$ cat src/rtl/wb_write_arbiter_pkg.sv
// Shared types for the register-file write-back arbiter: queued entry layout and
// the register-file geometry it is built around.
package wb_write_arbiter_pkg;

  localparam int unsigned AD_BIT   = 3;
  localparam int unsigned DATA_BIT = 8;

  localparam logic [AD_BIT-1:0] REG_ZERO = '0;

  typedef struct packed {
    logic                live;
    logic [AD_BIT-1:0]   ad;
    logic [DATA_BIT-1:0] d;
  } wb_entry_t;

endpackage

$ cat src/rtl/wb_write_arbiter_if.sv
// Bundle of pipeline, long-latency, hazard-query and register-file signals
// around the write-back arbiter.
interface wb_write_arbiter_if
  import wb_write_arbiter_pkg::*;
#(
  parameter int unsigned AD_bit   = AD_BIT,
  parameter int unsigned Data_bit = DATA_BIT
);

  logic                p_we;
  logic [AD_bit-1:0]   p_AD;
  logic [Data_bit-1:0] p_D;
  logic                m_valid;
  logic                m_ready;
  logic [AD_bit-1:0]   m_AD;
  logic [Data_bit-1:0] m_D;
  logic [AD_bit-1:0]   q_AD;
  logic                q_pending;
  logic                stall_req;
  logic                WE;
  logic [AD_bit-1:0]   w_AD;
  logic [Data_bit-1:0] w_D;

  modport slave (
    input  p_we, p_AD, p_D, m_valid, m_AD, m_D, q_AD,
    output m_ready, q_pending, stall_req, WE, w_AD, w_D
  );

  modport master (
    output p_we, p_AD, p_D, m_valid, m_AD, m_D, q_AD,
    input  m_ready, q_pending, stall_req, WE, w_AD, w_D
  );

endinterface

$ cat src/rtl/wb_fifo.sv
// Circular buffer of queued long-latency writes with kill-by-address (live bits
// cleared in place) and a live-entry address match for hazard queries.
module wb_fifo
  import wb_write_arbiter_pkg::*;
#(
  parameter int unsigned Depth = 2,
  localparam int unsigned PtrW = (Depth > 1) ? $clog2(Depth) : 1,
  localparam int unsigned CntW = $clog2(Depth + 1)
) (
  input  logic              i_clk,
  input  logic              i_rst_n,
  input  logic              i_push,
  input  wb_entry_t         i_push_entry,
  input  logic              i_pop,
  output wb_entry_t         o_head,
  output logic [CntW-1:0]   o_count,
  input  logic              i_kill,
  input  logic [AD_BIT-1:0] i_kill_ad,
  input  logic [AD_BIT-1:0] i_match_ad,
  output logic              o_match
);

  wb_entry_t       r_mem [Depth];
  logic [PtrW-1:0] r_head;
  logic [PtrW-1:0] r_tail;
  logic [CntW-1:0] r_count;

  always_ff @(posedge i_clk or negedge i_rst_n) begin
    if (!i_rst_n) begin
      for (int i = 0; i < Depth; i++) r_mem[i] <= '0;
      r_head  <= '0;
      r_tail  <= '0;
      r_count <= '0;
    end else begin
      for (int i = 0; i < Depth; i++) begin
        if (i_kill && (r_mem[i].ad == i_kill_ad)) r_mem[i].live <= 1'b0;
      end
      // Popped slots are marked dead so live alone implies occupancy.
      if (i_pop) begin
        r_mem[r_head].live <= 1'b0;
        r_head             <= r_head + PtrW'(1);
      end
      if (i_push) begin
        r_mem[r_tail] <= i_push_entry;
        r_tail        <= r_tail + PtrW'(1);
      end
      r_count <= r_count + CntW'(i_push) - CntW'(i_pop);
    end
  end

  assign o_head  = r_mem[r_head];
  assign o_count = r_count;

  always_comb begin
    o_match = 1'b0;
    for (int i = 0; i < Depth; i++) begin
      if (r_mem[i].live && (r_mem[i].ad == i_match_ad)) o_match = 1'b1;
    end
  end

endmodule

$ cat src/rtl/wb_write_arbiter.sv
// Register-file write-port arbiter: pipeline write-back wins, long-latency
// results drain from a small queue, with starvation-driven stall request.
module wb_write_arbiter
  import wb_write_arbiter_pkg::*;
#(
  parameter int unsigned Q_DEPTH    = 2,
  parameter int unsigned STARVE_MAX = 4
) (
  input logic               CLK,
  input logic               RST_n,
  wb_write_arbiter_if.slave bus
);

  localparam int unsigned CntW = $clog2(Q_DEPTH + 1);
  localparam int unsigned StW  = $clog2(STARVE_MAX + 1);

  logic                w_p_wr;
  logic                w_accept;
  logic                w_push;
  logic                w_pop;
  logic                w_match;
  logic [CntW-1:0]     w_count;
  wb_entry_t           w_head;
  wb_entry_t           w_push_entry;
  logic [StW-1:0]      r_starve;
  logic [StW-1:0]      w_starve_d;
  logic                r_stall;
  logic                r_we;
  logic [AD_BIT-1:0]   r_ad;
  logic [DATA_BIT-1:0] r_d;
  logic                w_we_d;
  logic [AD_BIT-1:0]   w_ad_d;
  logic [DATA_BIT-1:0] w_d_d;

  assign w_p_wr      = bus.p_we && (bus.p_AD != REG_ZERO);
  assign bus.m_ready = RST_n && (w_count < CntW'(Q_DEPTH));
  assign w_accept    = bus.m_valid && bus.m_ready;
  // A same-cycle long-latency result to the pipeline's target is already stale.
  assign w_push      = w_accept && (bus.m_AD != REG_ZERO) && !(w_p_wr && (bus.m_AD == bus.p_AD));
  assign w_pop       = !w_p_wr && (w_count != '0);
  assign w_push_entry = '{live: 1'b1, ad: bus.m_AD, d: bus.m_D};
  assign bus.q_pending = w_match && (bus.q_AD != REG_ZERO);

  wb_fifo #(
    .Depth (Q_DEPTH)
  ) u_fifo (
    .i_clk        (CLK),
    .i_rst_n      (RST_n),
    .i_push       (w_push),
    .i_push_entry (w_push_entry),
    .i_pop        (w_pop),
    .o_head       (w_head),
    .o_count      (w_count),
    .i_kill       (w_p_wr),
    .i_kill_ad    (bus.p_AD),
    .i_match_ad   (bus.q_AD),
    .o_match      (w_match)
  );

  always_comb begin
    w_we_d = 1'b0;
    w_ad_d = r_ad;
    w_d_d  = r_d;
    if (w_p_wr) begin
      w_we_d = 1'b1;
      w_ad_d = bus.p_AD;
      w_d_d  = bus.p_D;
    end else if (w_pop) begin
      w_we_d = w_head.live;
      w_ad_d = w_head.ad;
      w_d_d  = w_head.d;
    end
  end

  // With a non-empty queue, every cycle is either a pop or a blocked cycle.
  always_comb begin
    w_starve_d = r_starve;
    if (w_pop || (w_count == '0)) begin
      w_starve_d = '0;
    end else if (r_starve != StW'(STARVE_MAX)) begin
      w_starve_d = r_starve + StW'(1);
    end
  end

  always_ff @(posedge CLK or negedge RST_n) begin
    if (!RST_n) begin
      r_we     <= 1'b0;
      r_ad     <= '0;
      r_d      <= '0;
      r_starve <= '0;
      r_stall  <= 1'b0;
    end else begin
      r_we     <= w_we_d;
      r_ad     <= w_ad_d;
      r_d      <= w_d_d;
      r_starve <= w_starve_d;
      r_stall  <= (w_starve_d == StW'(STARVE_MAX));
    end
  end

  assign bus.WE        = r_we;
  assign bus.w_AD      = r_ad;
  assign bus.w_D       = r_d;
  assign bus.stall_req = r_stall;

endmodule
$ cat src/flat_wrapper.sv
// flat-port wrapper written by rule: the top's interface ports become plain ports
module wb_write_arbiter_flat import wb_write_arbiter_pkg::*;
#(
  parameter int unsigned Q_DEPTH    = 2,
  parameter int unsigned STARVE_MAX = 4
)
  (CLK, RST_n, bus_p_we, bus_p_AD, bus_p_D, bus_m_valid, bus_m_AD, bus_m_D, bus_q_AD, bus_m_ready, bus_q_pending, bus_stall_req, bus_WE, bus_w_AD, bus_w_D);
  wb_write_arbiter_if bus_i ();
  input logic CLK;
  input logic RST_n;
  input wire logic [$bits(bus_i.p_we)-1:0] bus_p_we;
  input wire logic [$bits(bus_i.p_AD)-1:0] bus_p_AD;
  input wire logic [$bits(bus_i.p_D)-1:0] bus_p_D;
  input wire logic [$bits(bus_i.m_valid)-1:0] bus_m_valid;
  input wire logic [$bits(bus_i.m_AD)-1:0] bus_m_AD;
  input wire logic [$bits(bus_i.m_D)-1:0] bus_m_D;
  input wire logic [$bits(bus_i.q_AD)-1:0] bus_q_AD;
  output wire logic [$bits(bus_i.m_ready)-1:0] bus_m_ready;
  output wire logic [$bits(bus_i.q_pending)-1:0] bus_q_pending;
  output wire logic [$bits(bus_i.stall_req)-1:0] bus_stall_req;
  output wire logic [$bits(bus_i.WE)-1:0] bus_WE;
  output wire logic [$bits(bus_i.w_AD)-1:0] bus_w_AD;
  output wire logic [$bits(bus_i.w_D)-1:0] bus_w_D;
  assign bus_i.p_we = bus_p_we;
  assign bus_i.p_AD = bus_p_AD;
  assign bus_i.p_D = bus_p_D;
  assign bus_i.m_valid = bus_m_valid;
  assign bus_i.m_AD = bus_m_AD;
  assign bus_i.m_D = bus_m_D;
  assign bus_i.q_AD = bus_q_AD;
  assign bus_m_ready = bus_i.m_ready;
  assign bus_q_pending = bus_i.q_pending;
  assign bus_stall_req = bus_i.stall_req;
  assign bus_WE = bus_i.WE;
  assign bus_w_AD = bus_i.w_AD;
  assign bus_w_D = bus_i.w_D;
  wb_write_arbiter #(.Q_DEPTH(Q_DEPTH), .STARVE_MAX(STARVE_MAX)) u_core (.CLK(CLK), .RST_n(RST_n), .bus(bus_i));
endmodule
$ cat config.mk
export PLATFORM = sky130hd
export DESIGN_NAME = wb_write_arbiter_flat
export DESIGN_NICKNAME = d
export VERILOG_FILES = /design/src/rtl/wb_write_arbiter_pkg.sv /design/src/rtl/wb_write_arbiter_if.sv /design/src/rtl/wb_fifo.sv /design/src/rtl/wb_write_arbiter.sv /design/src/flat_wrapper.sv
export SDC_FILE = /design/constraint.sdc
export NUM_CORES = 1
export LEC_CHECK = 0
export CORE_AREA = 10 10 96 98
export CTS_CLUSTER_SIZE = 30
export DETAILED_ROUTE_END_ITERATION = 8
export DIE_AREA = 0 0 106 108
export HOLD_SLACK_MARGIN = 0.15
export MAX_ROUTING_LAYER = met4
export PLACE_DENSITY_LB_ADDON = 0.05
export SETUP_SLACK_MARGIN = 0.05
export SKIP_CTS_REPAIR_TIMING = 1
export SLEW_MARGIN = 5
export SYNTH_ARGS = -nofsm -noshare
export SYNTH_HDL_FRONTEND = slang
export SYNTH_SLANG_ARGS = --single-unit
$ cat constraint.sdc
create_clock -name CLK -period 4.5 [get_ports CLK]
set_clock_uncertainty 0.05 [all_clocks]
set_input_delay 0.675 -clock CLK [delete_from_list [all_inputs] [get_ports CLK]]
set_output_delay 0.675 -clock CLK [all_outputs]
set_load 0.005 [all_outputs]
======== After elaboration in Yosys (flattened, before gate mapping) ========
Cells that the tools add are included.
word-level totals
  input bits .............................. 29
  bits in registers ....................... 44
  word-level logic and storage cells ...... 79
operators by class
  reductions and logical operators ........ 23
  equal/unequal tests ..................... 7
  multiplexer cells ....................... 23
  add/sub/neg operators ................... 5
  bitwise operators ....................... 2
  order comparisons ....................... 5
operators by type and width
  cell                 count
  $mux 12              5
  $bwmux 24            2
  $mux 24              2
  $demux 12 s1         2
  $mux 8               2
  $eq 3x3->1           5
  $logic_and 1x1->1    14
  $mux 3               4
  $reduce_bool 3->1    3
  $mux 1               6
  $ge 2x2->1 const B   2
  $lt 2x1->1 const B   2
  $not 1->2            2
  $reduce_bool 2->1    2
  $add 3x1->3 const B  1
  $eq 3x3->1 const B   1
  $ne 3x3->1 const B   1
  $add 1x1->1 const B  2
  $add 2x1->2          1
  $logic_not 1->1      2
  $logic_not 2->1      1
  $lt 2x2->1 const B   1
  $sub 2x1->2          1
  $logic_or 1x1->1     1

======== Logic depth before layout (Yosys ltp) ========
  depth after elaboration ................. 9
  gate-level depth with buffers ........... 8
  mapped depth without buffers ............ 7

======== Cells and area by module ========
From an unflattened synthesis, not the netlist that was laid out.
second synthesis, totals
  cell total of the unflattened synthesis .. 183
  area, all modules ....................... 2248.4 sq um
modules (own cells, without submodules)
  module            area an instance (sq um)  times used  cells each
  wb_fifo           1367.6                    1           101
  wb_write_arbiter  880.8                     1           82

======== Least setup slack after synthesis ========
Ideal clock, no wire load.
  path type ............................... in2reg
  start point ............................. input port bus_p_AD[0]
  end point ............................... register u_core.u_fifo.r_count[1] (netlist: u_core.u_fifo.o_count[1])
  arrival ................................. 1.996 ns
  path slack .............................. 2.374 ns
  cell stages on the path ................. 8
  buffers on the path ..................... 1
  cell sequence ........................... buf_6 -> o31a_1 -> nor2_1 -> ha_1 -> inv_1 -> ha_1 -> xnor2_1 -> xnor2_1
RTL lines
  element                        line                    source
  start: declaration             flat_wrapper.sv:12      input wire logic [$bits(bus_i.p_AD)-1:0] bus_p_AD;
  $reduce_bool 3->1              wb_write_arbiter.sv:35  assign w_p_wr = bus.p_we && (bus.p_AD != REG_ZERO);
  $logic_and 1x1->1              wb_write_arbiter.sv:35
  $logic_not 1->1                wb_write_arbiter.sv:40  assign w_pop = !w_p_wr && (w_count != '0);
  $logic_and 1x1->1              wb_write_arbiter.sv:40
  named net u_core.u_fifo.i_pop  wb_fifo.sv:14           input logic i_pop,
  $sub 2x1->2                    wb_fifo.sv:47           r_count <= r_count + CntW'(i_push) - CntW'(i_pop);
  end signal: assignment         wb_fifo.sv:47
  end: declaration               wb_fifo.sv:26           logic [CntW-1:0] r_count;
The timed path passes the listed nets, and every way through them passes these cells.
A chain may end at the register's enable or synchronous reset.

======== Final worst setup path ========
Ends and elaborated chain as after synthesis.

==> out/metrics.cfg <==
[status]
status=finished, final reports clean

[synth]
synth-xor-area-share_pct=6.961
synth-simple-area-share_pct=9.171
synth_nets=221
yosys-top-cells-area=dfrtp_1 (49%), mux2_4 (12%), a221o_1 (4.9%), xnor2_1 (4.6%), a21oi_1 (2.9%)
synth_compound_area_share_pct=13.37
yosys.area.top_type=dfrtp_1
synth_top_family_by_area=multiplexers
synth_cell_types=34
synth-adder-area-share_pct=2.210
synthMuxAreaShare_pct=14.86
synth_seq_cells=44
netlist_area_mm2=0.002265
netlist_instances=188
syn_area_per_cell_um2=12.05
yosys_warnings=0
synth_top_area_share_pct=48.62
yosysSeqAreaShare_pct=48.62

[drt]
wl_met1_um=2899
firstDrtPassIters=4
vias=1624
vias_per_cell=4.921
routed.top_layer=met4
wl_um=5889
initialDrtViolationCount=63
drtAntennaViolNets=0
met2_length_um=2688
wl_per_cell_um=17.85
drc=0
wl_met3_um=228

[setup_path]
cp-startpoint=bus_p_AD[0]
worstReg2RegEnd=u_core.u_fifo.o_count[1]
r2r-start=u_core.u_fifo.o_count[1]
worstPathRequired_ns=4.68
start_kind=primary input
regToRegSetupSlack_ns=2.04
crit_path_end=u_core.u_fifo.o_count[1]
path_max_fanout=24
critPathCaptureType=flip-flop
crit_type=in -> reg
reg2reg_depth=7
worst_ep_arrival_time_ns=3.27

[clock_tree]
clk_pin_slew_ns=0.09
h-tree-depth=2
root_buffer=clkbuf_8
clkLatencyLatePin_ns=0.30
cts_sinks=44
cts_buffers=5
clk_path_buf_depth=2
tritoncts=yes

[sta]
finalSetupViolCount=0
drv_slew=0
hold_viol=0
maxSlewHeadroom_pct=24.68
timing_worst_slew_pin_value_ns=1.126
max_clock_freq_mhz=323.4
rsz0062_at_grt=false
final.setup.tns_ns=0
fin_crit_sh_pct=68.71
fin_crit_ns=3.092

[placed_design]
portBuffers=43
gp_congestion=0.7778
place_inst=322
dpl.hpwl_um=4112

[pwr]
combPwrFrac_pct=39.2
power_leakage_nw=1.198
p_switching_mw=0.5825
clkPwrFrac_pct=17.5
powerDensity_mw_per_mm2=606.9
ir_worst_vdd_v=0.0001580
switching_share_pct=33.67
power_frac_seq_pct=43.3
p_int_mw=1.147

[layout]
num_antenna_cells=0
drive_gt1_share_pct=17.54
syn2layout_area_growth_pct=25.86
num-fill-cells=752
layout.nets=260
stdcell_count=330

[worst_hold_path]
worst_hold_path_type=in -> async

[run]
maxCapViolCount=0

[floorplan]
rows=32
ios=44
start_util_pct=30.41
core_area_mm2=0.007447
die_w_um=106
die_area_mm2=0.01145
die_h_um=108

[grt]
grt_overflow=0
grt_pass1_vias=1779
antenna_found_initial=0
grt_max_degree=45
grt_pass1_wl_um=9722
track_usage_pct=11.03

-- cell usage after synthesis --
master / number
a21oi_1: 13
a221o_1: 11
a31o_2: 1
and3_1: 1
buf_2: 3
buf_6: 5
clkbuf_1: 4
dfrtp_1: 44
ha_1: 4
inv_1: 6
mux2_2: 5
mux2_4: 18
mux2i_1: 1
nand2_1: 15
nand3_1: 12
nand3_2: 1
nand4_1: 2
nor2_1: 6
nor2b_1: 1
nor3_1: 2
nor3_2: 1
nor3b_1: 1
o211a_4: 1
o211ai_2: 1
o21a_1: 1
o21ai_0: 3
o2bb2ai_1: 1
o311a_1: 1
o31a_1: 2
o31ai_4: 1
o41ai_1: 1
or2_2: 1
xnor2_1: 12
xor2_1: 6
-- worst min-delay path by stage --
stage | from | endpoint | slack [ns] | cells after the start
finish | RST_n | u_core.bus.stall_req | 0.45 | 2
CTS | u_core.u_fifo.r_mem[13] | u_core.bus.w_D[1] | 0.46 | 1
global placement | u_core.u_fifo.r_mem[19] | u_core.bus.w_D[7] | 0.44 | 1
floorplan | RST_n | u_core.bus.WE | 0.33 | 0
detailed placement | u_core.u_fifo.r_mem[13] | u_core.bus.w_D[1] | 0.44 | 1
global route | u_core.u_fifo.r_mem[13] | u_core.u_fifo.r_mem[13] | 0.49 | 1
-- routing by layer --
layer	GRT usage, %	vias up
met5	-	-
met4	3.191	0
met3	2.796	5
met2	16.43	43
met1	14.50	826
li1	-	750
-- worst max-delay path, stage by stage --
cell	delay (ns)
clkdlybuf4s50_1	0.67
o31a_1	0.85
nor2_1	0.19
ha_1	0.34
inv_1	0.04
ha_1	0.18
xnor2_1	0.18
xnor2_1	0.14
-- flip-flops by register name, indices dropped and copies added (netlist names) --
| name | cells |
|---|---|
| u_core.u_fifo.r_mem | 24 |
| u_core.bus.w_D | 8 |
| u_core.bus.w_AD | 3 |
| u_core.r_starve | 3 |
| u_core.u_fifo.o_count | 2 |
| u_core.bus.WE | 1 |
| u_core.bus.stall_req | 1 |
| u_core.u_fifo.r_head | 1 |
| u_core.u_fifo.r_tail | 1 |
-- power by group through the flow --
stage	clock [mW]	sequential [mW]	combinational, mW
floorplan	0	0.695	0.468
CTS	0.315	0.749	0.690
detailed placement	0	0.758	0.685
global placement	0	0.748	0.671
global route	0.334	0.777	0.752
finish	0.303	0.749	0.678
-- layout make-up --
cell class	count	area [um2]	share of cell area, %
Clock buffer	5	68.82	2.414
Tap cell	102	127.6	4.478
Sequential cell	44	1101	38.63
Multi-Input combinational cell	126	1055	37.01
Timing Repair Buffer	44	432.9	15.19
Inverter	6	22.52	0.7902
Clock inverter	3	42.54	1.493
-- cells in the final DEF (no fill, tap or decap), types with 2 or more instances in the layout --
master           count
dfrtp_1             44
clkdlybuf4s50_1     42
mux2_4              18
nand2_1             15
a21oi_1             13
xnor2_1             12
nand3_1             12
a221o_1             11
inv_1                6
nor2_1               6
xor2_1               6
mux2_2               5
clkbuf_8             5
ha_1                 4
o21ai_0              3
o31a_1               2
nor3_1               2
nand4_1              2
-- per-stage QoR --
step / utilization [%] / total power [mW] / setup slack (ns) / cell area, um2 / hold WS (ns)
after floorplan: - / 1.164 / 2.374 / 2265 / 0.3294
after global routing: 38.27 / 1.863 / 1.222 / 2850 / 0.4855
final: 38.27 / 1.730 / 1.408 / 2850 / 0.4490
after detailed placement: 36.78 / 1.444 / 1.085 / 2739 / 0.4420
after global placement: 36.78 / 1.419 / 1.212 / 2739 / 0.4385
after CTS: 38.27 / 1.754 / 1.413 / 2850 / 0.4637
-- cell families (layout without fill, tap and decap cells) --
family          Yosys count  after routing
fa+ha+maj                 4              4
mux                      24             24
flops                    44             44
compound gates           37             37
buf+inv                  18             58
xor+xnor                 18             18
simple gates             43             43
Power figures use the tool's default switching activity.
==> variant (same flow settings) <==
`Q_DEPTH` is set to 2 in 2 places; all go to 4.
--- a/src/rtl/wb_write_arbiter.sv
+++ b/src/rtl/wb_write_arbiter.sv
@@ -5,3 +5,3 @@
 #(
-  parameter int unsigned Q_DEPTH    = 2,
+  parameter int unsigned Q_DEPTH    = 4,
   parameter int unsigned STARVE_MAX = 4
--- a/src/flat_wrapper.sv
+++ b/src/flat_wrapper.sv
@@ -3,3 +3,3 @@
 #(
-  parameter int unsigned Q_DEPTH    = 2,
+  parameter int unsigned Q_DEPTH    = 4,
   parameter int unsigned STARVE_MAX = 4
Function: changed (a bounded check fails within 4 cycles, from zero or initial values and one cycle with RST_n low).
==> variant against the unedited design <==
- via count rose by 43%
- cell area grew 57%
- sequential cell count up 27
- worst setup slack worse by 41 ps
- area after synthesis is 67% higher
- combinational power rose by 61%
- register-to-register slack gained 160 ps
- non-clock buffer count grew 2
- power increased by 67%
- synthesized cell count increased by 55%
- wire length grew 36%
- largest cell class is now multi-input gates
- largest power group unchanged
- highest routed layer unchanged
==> variant: results (changes against the unedited design) <==
| Metric | Value |
|---|---|
| DR WL met3 | `325 um (was 228 um)` |
| First DRT Iteration DRCs | `124 (was 63)` |
| Layout cells sized above 1 | `0.2515 (was 0.1754)` |
| Distinct cells, synth | `39 (was 34)` |
| Metal2 WL | `3.580 mm (was 2.688 mm)` |
| Slowest CP cell | `clkdlybuf4s50_1 (was o31a_1)` |
| Crit path max-delay family | `buffers and inverters (was compound AO/OA/AOI/OAI gates)` |
| Hpwl dp | `5.604 mm (was 4.112 mm)` |
| Post-placement setup slack | `1098 ps (was 1085 ps)` |
| H-tree depth | `3 (was 2)` |
| CP Capture Point | `bus_q_pending (was u_core.u_fifo.o_count[1]$_DFF_PN0_)` |
| Leak | `2.035 nW (was 1.198 nW)` |
| Top post-synthesis cells by area | `dfrtp_1 47%, mux2_4 14%, mux4_2 7.1%, xnor2_1 4.4%, ha_1 3.6% (was dfrtp_1 49%, mux2_4 12%, a221o_1 4.9%, xnor2_1 4.6%, a21oi_1 2.9%)` |
| DR vias/cell | `5.333 (was 4.921)` |
| Vias in the first global route | `2,401 (was 1,779)` |
| CP max FO | `5 (was 24)` |
| Final hold slack | `458.1 ps (was 449.0 ps)` |
| TritonCTS Buffers | `9 (was 5)` |
| Worst Hold Class | `flip-flop to flip-flop (was input pin to asynchronous set/reset pin)` |
| FMAX | `319.1 MHz (was 323.4 MHz)` |
| CP peak stage delay | `620 ps (was 850 ps)` |
| Clock Latency Late Sink | `340 ps (was 300 ps)` |
| Pin count of the biggest net entering global routing | `72 (was 45)` |
| Reg2reg end | `u_core.u_fifo.o_count[2]$_DFF_PN0_ (was u_core.u_fifo.o_count[1]$_DFF_PN0_)` |
| Mapped Nets | `332 (was 221)` |
| Origin of the worst setup path | `bus_q_AD[2] (was bus_p_AD[0])` |
| First-pass GRT wire length | `13.33 mm (was 9.722 mm)` |
| Synth Instances | `291 (was 188)` |
| Max-slew headroom | `0.3900 (was 0.2468)` |
| DR vias | `2,325 (was 1,624)` |
| Worst R2R Path Depth | `9 (was 7)` |
| FF-to-FF Start | `u_core.u_fifo.o_count[2]$_DFF_PN0_ (was u_core.u_fifo.o_count[1]$_DFF_PN0_)` |
| Outcome | `finished clean (unchanged)` |
| Sequential-to-total area share from yosys stat | `0.4690 (was 0.4862)` |
| Synth top cells by count | `71 x dfrtp_1, 36 x mux2_4, 24 x nand2_1, 19 x xnor2_1, 17 x a21oi_1 (was 44 x dfrtp_1, 18 x mux2_4, 15 x nand2_1, 13 x a21oi_1)` |
==> variant: cell types whose count changed after synthesis, moves of 4 or more <==
cell	change
nor4_1	+5
a221o_1	-11
mux2_2	+4
dfrtp_1	+27
xnor2_1	+7
a21oi_1	+4
nand3_1	-8
nand2_1	+9
nor2_1	+4
mux2_4	+18
ha_1	+7
mux4_2	+12
xor2_1	+6
==> variant: per-layer routing <==
metal	track usage	vias up
li1	-	1102
met1	0.2209	1168
met2	0.2063	49
met3	0.03688	6
met4	0.04642	0
met5	-	-
==> variant: cells by family (layout without fill, tap and decap cells) <==
kind of cell    Yosys count  after routing  share of synthesized area
flops                    71             71                     0.4690
simple gates             60             60                    0.08323
mux                      59             59                     0.2460
compound gates           31             31                    0.04921
xor+xnor                 31             31                    0.07166
buf+inv                  27             70                    0.03930
fa+ha+maj                12             12                    0.04161
==> variant: worst register-to-register path, delay by kind of cell (launching register included) <==
| family | cells | cell delay, ps |
|---|---|---|
| adders and majority gates | 2 | 510 |
| buffers and inverters | 2 | 140 |
| DFF | 1 | 460 |
| and+or+nand+nor | 2 | 430 |
| AOI/OAI and AO/OA | 1 | 320 |
| xor gates and xnor gates | 2 | 330 |
==> variant: final cells by class <==
| cell class | count | area, um2 |
|---|---|---|
| clock buffers | 10 | 137.6 |
| flip-flops and latches | 71 | 1777 |
| inverters | 9 | 33.78 |
| clock inverters | 5 | 81.33 |
| multi-input cells | 193 | 1873 |
| well taps | 102 | 127.6 |
| fillers | 617 | 2969 |
| repair buffers | 46 | 447.9 |
==> variant: where the power goes <==
part	total (W)	internal [W]	switching [W]
Clock	0.000564	0.000325	0.000239
Combinational	0.00109	0.000706	0.000388
Sequential	0.00123	0.000927	0.000306
Total	0.00289	0.00196	0.000933
